==> config.mk <==
export PLATFORM = sky130hd
export DESIGN_NAME = riscv_cache_biu_ctrl
export DESIGN_NICKNAME = d
export VERILOG_FILES = /design/src/rtl/riscv_cache_biu_ctrl.sv
export SDC_FILE = /design/constraint.sdc
export NUM_CORES = 1
export LEC_CHECK = 0
export CAP_MARGIN = 0
export CORE_AREA = 2 2 305 307
export DETAILED_ROUTE_END_ITERATION = 7
export DIE_AREA = 0 0 307 309
export SYNTH_ARGS = -nofsm -noshare
export SYNTH_HDL_FRONTEND = slang
export SYNTH_SLANG_ARGS = --single-unit
export TNS_END_PERCENT = 100
==> constraint.sdc <==
create_clock -name clk_i -period 4 [get_ports clk_i]
set_input_delay 0.8 -clock clk_i [delete_from_list [all_inputs] [get_ports clk_i]]
set_output_delay 0.8 -clock clk_i [all_outputs]
set_load 0.02 [all_outputs]
==> src/rtl/riscv_cache_biu_ctrl.sv <==
// Cache-to-BIU responder: line fills become BIU bursts, non-cacheable reads become SINGLE reads.
// Define RV_CACHE_BIU_WRAP_EN for critical-word-first WRAP bursts; default is line-aligned INCR.
package riscv_cache_biu_pkg;
   typedef enum logic [1:0] {
      BIUCMD_NOP     = 2'd0,
      BIUCMD_READWAY = 2'd1
   } biucmd_t;

   typedef enum logic [2:0] {
      BYTE  = 3'd0,
      HWORD = 3'd1,
      WORD  = 3'd2,
      DWORD = 3'd3,
      QWORD = 3'd4
   } biu_size_t;

   typedef enum logic [2:0] {
      SINGLE = 3'd0,
      INCR   = 3'd1,
      WRAP4  = 3'd2,
      INCR4  = 3'd3,
      WRAP8  = 3'd4,
      INCR8  = 3'd5,
      WRAP16 = 3'd6,
      INCR16 = 3'd7
   } biu_type_t;

   typedef logic [2:0] biu_prot_t;
endpackage

module riscv_cache_biu_ctrl
   import riscv_cache_biu_pkg::*;
#(
   parameter int XLEN           = 32,
   parameter int PLEN           = (XLEN == 32) ? 34 : 56,
   parameter int PARCEL_SIZE    = XLEN,
   parameter int BLOCK_SIZE     = 32,
   parameter int INFLIGHT_DEPTH = 2,
   parameter int BIUTAG_SIZE    = (XLEN / PARCEL_SIZE > 1) ? $clog2(XLEN / PARCEL_SIZE) : 1
) (
   input  logic                                  rst_ni,
   input  logic                                  clk_i,

   input  biucmd_t                               biucmd_i,
   output logic                                  biucmd_ack_o,
   input  logic                                  biucmd_noncacheable_req_i,
   output logic                                  biucmd_noncacheable_ack_o,
   input  logic [PLEN-1:0]                       biucmd_adri_i,
   input  logic [BIUTAG_SIZE-1:0]                biucmd_tagi_i,
   input  biu_size_t                             size_i,
   input  logic                                  lock_i,
   input  biu_prot_t                             prot_i,
   input  logic [PLEN-1:0]                       req_adr_i,
   output logic [$clog2(INFLIGHT_DEPTH+1)-1:0]   inflight_cnt_o,
   output logic                                  biu_stb_ack_o,
   output logic                                  biu_ack_o,
   output logic                                  biu_err_o,
   output logic [XLEN-1:0]                       biu_q_o,
   output logic [PLEN-1:0]                       biu_adro_o,
   output logic [BIUTAG_SIZE-1:0]                biu_tago_o,
   output logic                                  in_biubuffer_o,
   output logic [8*BLOCK_SIZE-1:0]               biubuffer_o,

   output logic                                  mem_we_o,
   output logic [8*BLOCK_SIZE-1:0]               mem_line_o,

   output logic                                  biu_stb_o,
   input  logic                                  biu_stb_ack_i,
   output logic [PLEN-1:0]                       biu_adri_o,
   output biu_size_t                             biu_size_o,
   output biu_type_t                             biu_type_o,
   output logic                                  biu_lock_o,
   output biu_prot_t                             biu_prot_o,
   output logic                                  biu_we_o,
   input  logic [XLEN-1:0]                       biu_q_i,
   input  logic                                  biu_ack_i,
   input  logic                                  biu_err_i,
   input  logic [PLEN-1:0]                       biu_adro_i
);

   localparam int BLK_BITS = 8 * BLOCK_SIZE;
   localparam int BEATS    = BLK_BITS / XLEN;
   localparam int BEAT_W   = $clog2(BEATS);
   localparam int WOFF_LSB = $clog2(XLEN / 8);
   localparam int LINE_LSB = $clog2(BLOCK_SIZE);
   localparam int CNT_W    = $clog2(INFLIGHT_DEPTH + 1);
   localparam int PTR_W    = (INFLIGHT_DEPTH > 1) ? $clog2(INFLIGHT_DEPTH) : 1;

   localparam logic [CNT_W-1:0]  DEPTH_C   = CNT_W'(INFLIGHT_DEPTH);
   localparam logic [BEAT_W-1:0] LAST_BEAT = BEAT_W'(BEATS - 1);
   localparam logic [PTR_W-1:0]  LAST_PTR  = PTR_W'(INFLIGHT_DEPTH - 1);
   localparam biu_size_t         BURST_SIZE = (XLEN == 64) ? DWORD : WORD;

   typedef enum logic [1:0] {
      IDLE       = 2'd0,
      BURST_REQ  = 2'd1,
      BURST_DATA = 2'd2,
      DONE       = 2'd3
   } state_t;

   state_t                         state_q, state_d;
   logic                           pending_q;
   logic [PLEN-1:0]                fill_adr_q;
   logic [PLEN-1:0]                burst_adr;
   logic [BEAT_W-1:0]              beat_q;
   logic                           err_q;
   logic [BEATS-1:0]               valid_q;
   logic [BEATS-1:0][XLEN-1:0]     buf_q;
   logic [CNT_W-1:0]               cnt_q, cnt_nxt;
   logic [PTR_W-1:0]               wr_ptr_q, rd_ptr_q;
   logic [BIUTAG_SIZE-1:0]         tag_mem [INFLIGHT_DEPTH];

   logic                           fill_req, fill_start;
   logic                           nc_stb, cnt_inc, cnt_dec;
   logic [BEAT_W-1:0]              beat_widx, req_widx;
   logic                           unused_ok;

`ifdef RV_CACHE_BIU_WRAP_EN
   localparam biu_type_t BURST_TYPE = (BEATS == 4)  ? WRAP4  :
                                      (BEATS == 8)  ? WRAP8  :
                                      (BEATS == 16) ? WRAP16 : INCR;
   assign burst_adr = {fill_adr_q[PLEN-1:WOFF_LSB], {WOFF_LSB{1'b0}}};
`else
   localparam biu_type_t BURST_TYPE = (BEATS == 4)  ? INCR4  :
                                      (BEATS == 8)  ? INCR8  :
                                      (BEATS == 16) ? INCR16 : INCR;
   assign burst_adr = {fill_adr_q[PLEN-1:LINE_LSB], {LINE_LSB{1'b0}}};
`endif

   function automatic logic [PTR_W-1:0] ptr_inc(input logic [PTR_W-1:0] p);
      return (p == LAST_PTR) ? '0 : p + PTR_W'(1);
   endfunction

   // A pending fill blocks new single reads so the outstanding count can drain to zero.
   assign fill_req   = (state_q == IDLE) & ((biucmd_i == BIUCMD_READWAY) | pending_q);
   assign nc_stb     = (state_q == IDLE) & biucmd_noncacheable_req_i & ~fill_req &
                       (cnt_q < DEPTH_C);
   assign cnt_inc    = nc_stb & biu_stb_ack_i;
   assign cnt_dec    = biu_ack_i & (cnt_q != '0);
   assign fill_start = fill_req & (cnt_nxt == '0);

   always_comb begin
      unique case ({cnt_inc, cnt_dec})
         2'b10:   cnt_nxt = cnt_q + CNT_W'(1);
         2'b01:   cnt_nxt = cnt_q - CNT_W'(1);
         default: cnt_nxt = cnt_q;
      endcase
   end

   assign beat_widx = biu_adro_i[WOFF_LSB +: BEAT_W];
   assign req_widx  = req_adr_i[WOFF_LSB +: BEAT_W];

   // NOTE: every output of this block gets a default before the case, so no path leaves a
   // variable unassigned and no latch is inferred.
   always_comb begin
      state_d      = state_q;
      biu_stb_o    = 1'b0;
      biu_adri_o   = '0;
      biu_size_o   = BYTE;
      biu_type_o   = SINGLE;
      biu_lock_o   = 1'b0;
      biu_prot_o   = '0;
      biucmd_ack_o = 1'b0;
      mem_we_o     = 1'b0;

      if (nc_stb) begin
         biu_stb_o  = 1'b1;
         biu_adri_o = biucmd_adri_i;
         biu_size_o = size_i;
         biu_lock_o = lock_i;
         biu_prot_o = prot_i;
      end

      unique case (state_q)
         IDLE: begin
            if (fill_start) state_d = BURST_REQ;
         end
         BURST_REQ: begin
            biu_stb_o  = 1'b1;
            biu_adri_o = burst_adr;
            biu_size_o = BURST_SIZE;
            biu_type_o = BURST_TYPE;
            biu_lock_o = lock_i;
            biu_prot_o = prot_i;
            if (biu_stb_ack_i) state_d = BURST_DATA;
         end
         BURST_DATA: begin
            if (biu_ack_i && (biu_err_i || beat_q == LAST_BEAT)) state_d = DONE;
         end
         DONE: begin
            biucmd_ack_o = 1'b1;
            mem_we_o     = ~err_q;
            state_d      = IDLE;
         end
         default: state_d = IDLE;
      endcase
   end

   // NOTE: sequential state is assigned with non-blocking <= so every register samples the
   // pre-edge values of the others, independent of statement order.
   always_ff @(posedge clk_i or negedge rst_ni) begin
      if (!rst_ni) begin
         state_q    <= IDLE;
         pending_q  <= 1'b0;
         fill_adr_q <= '0;
         beat_q     <= '0;
         err_q      <= 1'b0;
         valid_q    <= '0;
         buf_q      <= '0;
         cnt_q      <= '0;
         wr_ptr_q   <= '0;
         rd_ptr_q   <= '0;
      end else begin
         state_q <= state_d;
         cnt_q   <= cnt_nxt;

         if (state_q == IDLE) begin
            pending_q <= fill_req & ~fill_start;
            if (biucmd_i == BIUCMD_READWAY && !pending_q) fill_adr_q <= biucmd_adri_i;
            if (fill_start) begin
               valid_q <= '0;
               beat_q  <= '0;
               err_q   <= 1'b0;
            end
         end

         // Beats land by their returned address, so WRAP and INCR orders build the same line.
         if (state_q == BURST_DATA && biu_ack_i) begin
            beat_q <= beat_q + BEAT_W'(1);
            if (biu_err_i) begin
               err_q <= 1'b1;
            end else begin
               buf_q[beat_widx]   <= biu_q_i;
               valid_q[beat_widx] <= 1'b1;
            end
         end

         if (cnt_inc) wr_ptr_q <= ptr_inc(wr_ptr_q);
         if (cnt_dec) rd_ptr_q <= ptr_inc(rd_ptr_q);
      end
   end

   // NOTE: tag storage has no reset; only the pointers and count do, and an entry is never
   // read before it has been written.
   always_ff @(posedge clk_i) begin
      if (cnt_inc) tag_mem[wr_ptr_q] <= biucmd_tagi_i;
   end

   assign inflight_cnt_o            = cnt_q;
   assign biu_stb_ack_o             = cnt_inc;
   assign biucmd_noncacheable_ack_o = cnt_dec;

   assign biu_ack_o  = biu_ack_i;
   assign biu_err_o  = biu_err_i;
   assign biu_q_o    = biu_q_i;
   assign biu_adro_o = biu_adro_i;
   assign biu_tago_o = (cnt_q != '0) ? tag_mem[rd_ptr_q] : biu_adro_i[1 +: BIUTAG_SIZE];
   assign biu_we_o   = 1'b0;

   assign in_biubuffer_o = (state_q != IDLE) &
                           (req_adr_i[PLEN-1:LINE_LSB] == fill_adr_q[PLEN-1:LINE_LSB]) &
                           valid_q[req_widx];
   assign biubuffer_o = buf_q;
   assign mem_line_o  = buf_q;

   assign unused_ok = ^{req_adr_i[WOFF_LSB-1:0], fill_adr_q[LINE_LSB-1:0]};

endmodule

* After elaboration in Yosys (flattened, before gate mapping)
Memories as Yosys holds them, arrays and structs flattened. Index checks and enable logic that the tools add are counted.
Word-level totals: flip-flop bits (word level) 309, RAM bits 2, input port bits 150, output and inout bits 634, memories 1
Operators by class: add/subtract/negate cells 5, order comparisons 4, equal/unequal tests 11, mux-type cells 41, bitwise logic cells 16, reduce and logical (&&, ||, !) cells 16
Memories:
- tag_mem | words 2, width 1, read ports 1, clocked after Yosys merged registers in 0, write ports 1, RTL line 111 | logic [BIUTAG_SIZE-1:0] tag_mem [INFLIGHT_DEPTH];
Operators by type and width (number):
- 256-bit bitwise mux | 1
- 32-bit demux with 3-bit select | 1
- 34-bit two-way mux | 2
- 32-bit two-way mux | 1
- 8-bit two-way mux | 4
- 29-bit equality test | 1
- 3-bit two-way mux | 8
- 1-bit two-way mux | 17
- 1-bit AND | 10
- 3-bit by 4-bit less-than comparator with 1-bit output (second input constant) | 2
- 8-bit bitwise OR | 1
- 2-bit one-hot mux with 4 select lines | 1
- 2-bit nonzero test | 4
- 2-bit by 1-bit equality test with 1-bit output (second input constant) | 3
- 2-bit equality test (second input constant) | 3
- 2-bit two-way mux | 3
- 2-bit inequality test (second input constant) | 3
- 2-bit AND reduction | 3
- 1-bit logical AND | 4
- 2-bit logical NOT | 2
- 1-bit NOT | 4
- 2-bit one-hot mux with 2 select lines | 1
- 3-bit by 1-bit adder with 3-bit output (second input constant) | 1
- 1-bit binary-select mux with 3-bit select | 1
- 11 further kinds | 12

* Logic depth before layout (Yosys ltp)
Gate-level depths: netlist of run 1.
word-level depth 16, gate-level depth with buffers 12

* Least setup slack after synthesis of run 1
OpenSTA, ideal clock, no wires.
path type input port to flip-flop, from input port biucmd_i[0], to register valid_q[0], setup time 64 ps, arrival time 3241 ps, data required time 3936 ps, path slack 696 ps, stages 9, buffers on the path 1, cells stage by stage nor2b_1 > nor4_1 > nand2_1 > ha_1 > nor3b_1 > or3_1 > o211ai_1 > clkbuf_1 > a21bo_2
On the way: longest elaborated chain between the ends 16, elaborated cells on any way between the ends 17
Ends and longest elaborated chain:
- start: declaration | RTL line 44 | input biucmd_t biucmd_i,
- 2-bit by 1-bit equality test with 1-bit output (*) | RTL line 135 | assign fill_req = (state_q == IDLE) & ((biucmd_i == BIUCMD_READWAY) | pending_q);
- 1-bit bitwise OR (*) | RTL line 135
- 1-bit AND (*) | RTL line 135
- 1-bit NOT | RTL line 136 | assign nc_stb = (state_q == IDLE) & biucmd_noncacheable_req_i & ~fill_req &
- 1-bit AND (2 in series) | RTL line 136
- 1-bit AND | RTL line 138 | assign cnt_inc = nc_stb & biu_stb_ack_i;
- 2-bit by 1-bit equality test with 1-bit output or 2-bit equality test (tied branches) | RTL line 143 | unique case ({cnt_inc, cnt_dec})
- 2-bit one-hot mux with 2 select lines | RTL line 143
- 2-bit logical NOT | RTL line 140 | assign fill_start = fill_req & (cnt_nxt == '0);
- 1-bit AND (*) | RTL line 140
- 8-bit two-way mux (*) | RTL line 220 | if (fill_start) begin
- 8-bit two-way mux (*) | RTL line 217 | if (state_q == IDLE) begin
- 8-bit bitwise OR (no source line)
- 8-bit two-way mux | RTL line 230 | if (biu_err_i) begin
- 8-bit two-way mux (*) | RTL line 228 | if (state_q == BURST_DATA && biu_ack_i) begin
- end signal: assignment | RTL line 208 | valid_q <= '0;
- end signal: assignment | RTL line 221 | valid_q <= '0;
- end signal: indexed assignment | RTL line 234 | valid_q[beat_widx] <= 1'b1;
- end: declaration | RTL line 107 | logic [BEATS-1:0] valid_q;
Mark *: on every way between the ends. The rest lies on a longest branch, timed or not. A chain may end at the register's enable or synchronous reset.

* Final worst setup path of run 1
from register state_q[1], to output port biu_adri_o[21]
On the way: longest elaborated chain between the ends 7, elaborated cells on any way between the ends 9
Ends and longest elaborated chain:
- start: declaration | RTL line 101 | state_t state_q, state_d;
- start signal: assignment | RTL line 214 | state_q <= state_d;
- 2-bit logical NOT | RTL line 135, 136
- 1-bit AND | RTL line 135
- 1-bit NOT | RTL line 136
- 1-bit AND (2 in series) | RTL line 136
- 34-bit two-way mux | RTL line 166 | if (nc_stb) begin
- 34-bit two-way mux (*) | RTL line 174 | unique case (state_q)
- end: declaration | RTL line 69 | output logic [PLEN-1:0] biu_adri_o,
Marks and branches as above.

==> results of run 1 <==
metal layers:
layer | global-route usage | vias to the layer above
met5 | 0 | -
met1 | 0.121 | 5100
li1 | - | 4495
met4 | 0.0434 | 0
met3 | 0.0241 | 91
met2 | 0.184 | 445
where the power goes:
group,total [mW],switching [mW],leakage [nW],internal (mW)
combinational,10.1,4.90,4.98,5.18
clock,3.30,1.33,0.587,1.97
sequential,5.69,1.29,4.01,4.40
sequential cells by signal, indices dropped and copies added (netlist names):
| signal | flops |
|---|---|
| wr_ptr_q | 1 |
| beat_q | 3 |
| rd_ptr_q | 1 |
| tag_mem | 2 |
| pending_q | 1 |
| err_q | 1 |
| inflight_cnt_o | 2 |
| fill_adr_q | 29 |
| valid_q | 8 |
| state_q | 2 |
| biubuffer_o | 256 |
timing repair:
| item | CTS | global route |
|---|---|---|
| setup endpoints to repair | 0 | 13 |
| resized for setup | 0 | 4 |
| hold buffers | 0 | 0 |
final cells by class:
cell class / instances / area (µm²)
diodes: 2 / 5.00
clock buffers: 50 / 1050
clock inverters: 12 / 128
fillers: 9552 / 68700
inverters: 4 / 15.0
multi-input cells: 502 / 4730
flip-flops and latches: 306 / 7670
well taps: 1186 / 1480
repair buffers: 757 / 7590
cell families (layout without fill, tap and decap cells):
kind of cell	count (synthesis)	after routing
AND/OR/NAND/NOR	118	118
XOR/XNOR	34	34
buffers and inverters	375	823
adder cells (fa/ha/maj)	7	7
other	1	4
multiplexers	290	290
flip-flops	306	306
AO/OA/AOI/OAI	51	51
through the flow:
step | util | hold WS [ps] | area (µm²) | cells
after global placement | 0.235 | 455 | 21500 | 2755
after CTS | 0.248 | 352 | 22700 | 2817
final | 0.248 | 336 | 22700 | 2819
after detailed placement | 0.235 | 462 | 21500 | 2755
after global routing | 0.248 | 393 | 22700 | 2817
after floorplan | - | 444 | 15000 | 1183
worst register-to-register path, stage by stage, from the launching register on:
cell and delay (ps):
dfrtp_1 410, inv_1 130, ha_2 280, nand2_1 80, nor4_2 240, buf_12 230
nand2_1 140, ha_1 370, nor4bb_1 390, o32ai_1 150, a21oi_1 240, mux2_2 360
layout by cell type, fill, tap and decap left out, types with 3 or more instances in the layout:
| master | Yosys | routed |
|---|---|---|
| o21ai_0 | 31 | 31 |
| mux2_4 | 29 | 29 |
| nor2_1 | 11 | 6 |
| buf_12 | 0 | 9 |
| clkbuf_16 | 0 | 37 |
| nor2_4 | 0 | 4 |
| mux2_2 | 254 | 254 |
| nor2b_1 | 9 | 8 |
| buf_4 | 328 | 31 |
| nand2_1 | 63 | 63 |
| and2_1 | 8 | 8 |
| xnor2_1 | 3 | 3 |
| xor2_1 | 31 | 31 |
| dfrtp_1 | 304 | 304 |
| a21oi_1 | 3 | 3 |
| and3_1 | 3 | 3 |
| clkinv_2 | 0 | 7 |
| inv_1 | 4 | 4 |
| clkbuf_1 | 28 | 5 |
| clkdlybuf4s50_1 | 0 | 716 |
| nor4_1 | 8 | 6 |
| ha_1 | 7 | 5 |
| clkbuf_8 | 0 | 8 |
| a21o_1 | 7 | 7 |
| mux2_1 | 3 | 3 |
final timing paths:
path	startpoint	to	slack, ps	cells past startpoint
max	state_q[1]	biu_adri_o[21]	210	8
min	rst_ni	biubuffer_o[182]	340	1
max reg2reg	state_q[1]	state_q[1]	880	11
min reg2reg	valid_q[6]	valid_q[6]	470	1
max in group asynchronous	rst_ni	biubuffer_o[101]	2760	2
min in group clk_i	valid_q[6]	valid_q[6]	470	1
cell usage after synthesis, drive strengths merged:
cell | n | area (µm²)
and3 | 3 | 18.8
nor3 | 1 | 5.00
nor4bb | 2 | 20.0
mux2i | 2 | 20.0
nor2b | 9 | 56.3
o32ai | 1 | 8.76
xor2 | 31 | 272
a21oi | 3 | 15.0
nor3b | 1 | 7.51
dfrtp | 304 | 7610
ha | 7 | 87.6
inv | 4 | 15.0
o2bb2ai | 2 | 17.5
conb | 1 | 3.75
xnor2 | 3 | 26.3
a31o | 2 | 17.5
a21o | 7 | 52.6
a21bo | 2 | 20.0
or2 | 2 | 12.5
and2 | 8 | 50.1
o32a | 1 | 10.0
nand4 | 2 | 12.5
o21ai | 31 | 155
nor4 | 8 | 50.1
mux2 | 286 | 3330
nand2 | 64 | 243
or3 | 4 | 25.0
nand4b | 1 | 8.76
o211ai | 1 | 7.51
a32o | 1 | 10.0
nor2 | 11 | 41.3
mux4 | 2 | 45.0
clkbuf | 28 | 105
buf | 343 | 2560
edfxtp | 2 | 60.1
nand2b | 2 | 12.5
==> metrics.txt, run 1 <==
# TYPE chip_impl_metric gauge
chip_impl_metric{name="drtPass1Iterations",unit=""} 4
chip_impl_metric{name="top_level_ports",unit=""} 784
chip_impl_info{name="outcome",value="finished, final reports clean"} 1
chip_impl_metric{name="clock_insertion_delay_worst_skew",unit="ps"} 550
chip_impl_metric{name="grt_first_pass_wirelength",unit="µm"} 73200
chip_impl_metric{name="setup_total_neg_slack",unit="ps"} 0
chip_impl_metric{name="placeableCoreArea",unit="µm²"} 91400
chip_impl_metric{name="maximum_number_of_pins_on_one_net_before_global_route_repair",unit=""} 111
chip_impl_metric{name="clock_input_transition_at_the_sequential_cells_of_the_worst_setup_and_hold_paths",unit="ps"} 60
chip_impl_metric{name="worst_ir_drop_vdd",unit="mV"} 0.438
chip_impl_metric{name="dieWidth",unit="µm"} 307
chip_impl_metric{name="finClkSkew",unit="ps"} 17.1
chip_impl_metric{name="drc_errors",unit=""} 0
chip_impl_metric{name="dieHeight",unit="µm"} 309
chip_impl_metric{name="design_power_total",unit="mW"} 19.1
chip_impl_metric{name="p_leak",unit="nW"} 9.57
chip_impl_info{name="crit_path_start_kind",value="flop"} 1
chip_impl_metric{name="slowest_delay",unit="ps"} 680
chip_impl_metric{name="power.density",unit="nW/µm²"} 841
chip_impl_info{name="maxUsedRoutingLayer",value="met4"} 1
chip_impl_metric{name="globalRouteTotalUtil",unit=""} 0.104
chip_impl_info{name="rsz0062_at_grt",value="no"} 1
chip_impl_metric{name="post_synth_fa_ha_maj_area_fraction",unit=""} 0.00584
chip_impl_metric{name="postSynthAreaPerCell",unit="µm²"} 12.7
chip_impl_metric{name="detailroute.via_count",unit=""} 10131
chip_impl_metric{name="worst_slew_margin_rel",unit=""} 0.355
chip_impl_metric{name="synth_compound_area_frac",unit=""} 0.0209
chip_impl_metric{name="hold_violations",unit=""} 0
chip_impl_metric{name="fmax",unit="MHz"} 264
chip_impl_metric{name="synth_area",unit="µm²"} 15000
chip_impl_metric{name="path_buf_inv",unit=""} 3
chip_impl_info{name="tritoncts_clock_tree",value="built"} 1
chip_impl_metric{name="post_layout_minimum_cycle_time",unit="ps"} 3790
chip_impl_metric{name="timing_worst_slew_pin_value",unit="ps"} 968
chip_impl_metric{name="placementRows",unit=""} 111
chip_impl_info{name="clk_root_buffer_cell",value="clkbuf_16"} 1
chip_impl_metric{name="route.met2.wl",unit="µm"} 26400
chip_impl_metric{name="post-cts-setup-buffers",unit=""} 0
chip_impl_info{name="critPathKind",value="flop to output port"} 1
chip_impl_metric{name="finish.net_count",unit=""} 1764
chip_impl_metric{name="worstPathMaxFanout",unit=""} 30
chip_impl_metric{name="full_die_area",unit="µm²"} 94900
chip_impl_metric{name="clock_tree.htree_level_count",unit=""} 2
chip_impl_metric{name="synth-seq-area-share",unit=""} 0.511
chip_impl_metric{name="final_antenna_net_count",unit=""} 0
chip_impl_metric{name="finalSetupViolations",unit=""} 0
chip_impl_metric{name="area_delta_synth_final",unit="%"} 51.1
chip_impl_info{name="hp-class",value="input port to async pin"} 1
chip_impl_metric{name="max-cap-violations",unit=""} 0
chip_impl_info{name="critPathTopFamily",value="buffers and inverters"} 1
chip_impl_metric{name="required",unit="ps"} 3200
chip_impl_metric{name="drt_iter0_markers",unit=""} 369
chip_impl_metric{name="initial_standard_cell_utilization_of_the_core",unit=""} 0.164
chip_impl_metric{name="final_max_slew_viol_count",unit=""} 0
chip_impl_metric{name="yosys_register_bits",unit=""} 306
chip_impl_metric{name="avgRoutedWirePerCell",unit="µm"} 18.8
chip_impl_metric{name="synth.lib_cells_used.distinct",unit=""} 42
chip_impl_metric{name="grt_pass1_vias",unit=""} 10533
chip_impl_info{name="end_kind",value="output port"} 1
chip_impl_metric{name="yosys.area_share.simple",unit=""} 0.0375
chip_impl_metric{name="placement.io_buffers",unit=""} 719
chip_impl_metric{name="routabilityCongestion",unit=""} 0.899
chip_impl_metric{name="grt_antenna_before_repair",unit=""} 2
chip_impl_metric{name="met3RoutedLength",unit="µm"} 3210
chip_impl_metric{name="overflow",unit=""} 0
chip_impl_metric{name="yosys_warnings",unit=""} 0
chip_impl_metric{name="synthCells",unit=""} 1182
chip_impl_metric{name="clockBufferDepth",unit=""} 3
chip_impl_metric{name="post_synth_mux_area_share",unit=""} 0.226
chip_impl_metric{name="detailedPlacementHpwl",unit="µm"} 38800
chip_impl_info{name="main_combinational_cell_family_by_area_after_synthesis",value="multiplexers"} 1
chip_impl_metric{name="numCtsBuffers",unit=""} 36
chip_impl_metric{name="drive_above_1_share",unit=""} 0.246
chip_impl_metric{name="numClockSinks",unit=""} 306
chip_impl_metric{name="post-route-period-util",unit=""} 0.948
chip_impl_metric{name="dp_worst_setup_slack",unit="ps"} 18.3
chip_impl_info{name="critical_path.slowest_cell",value="clkdlybuf4s50_1"} 1
chip_impl_metric{name="area_share_of_xor_xnor_cells_in_the_synthesized_design",unit=""} 0.0198
chip_impl_metric{name="fin_ws",unit="ps"} 206
chip_impl_info{name="critical_path.cell_chain",value="inv_1 -> ha_2 -> nand2_1 -> nor4_2 -> buf_12 -> nand2_1 -> o21ai_0 -> clkdlybuf4s50_1"} 1
chip_impl_metric{name="route.layer.met1.wl",unit="µm"} 21300
chip_impl_metric{name="finalWirelength",unit="µm"} 53000
chip_impl_metric{name="detail_route.vias_per_cell",unit=""} 3.59
chip_impl_metric{name="worst_ep_arrival_time",unit="ps"} 2990
chip_impl_info{name="critPathMostFrequentCell",value="nand2_1"} 1
Power figures use the tool's default switching activity.
==> run 2: changes to the inputs <==
Settings changed: SLEW_MARGIN from default to 20.
==> results of run 2 <==
The final DEF is identical to that of run 1; final timing and power are the same.
==> run 3: changes to the inputs <==
Settings changed: GPL_TIMING_DRIVEN from default to 1.
==> results of run 3 <==
The final DEF is identical to that of run 1; final timing and power are the same.
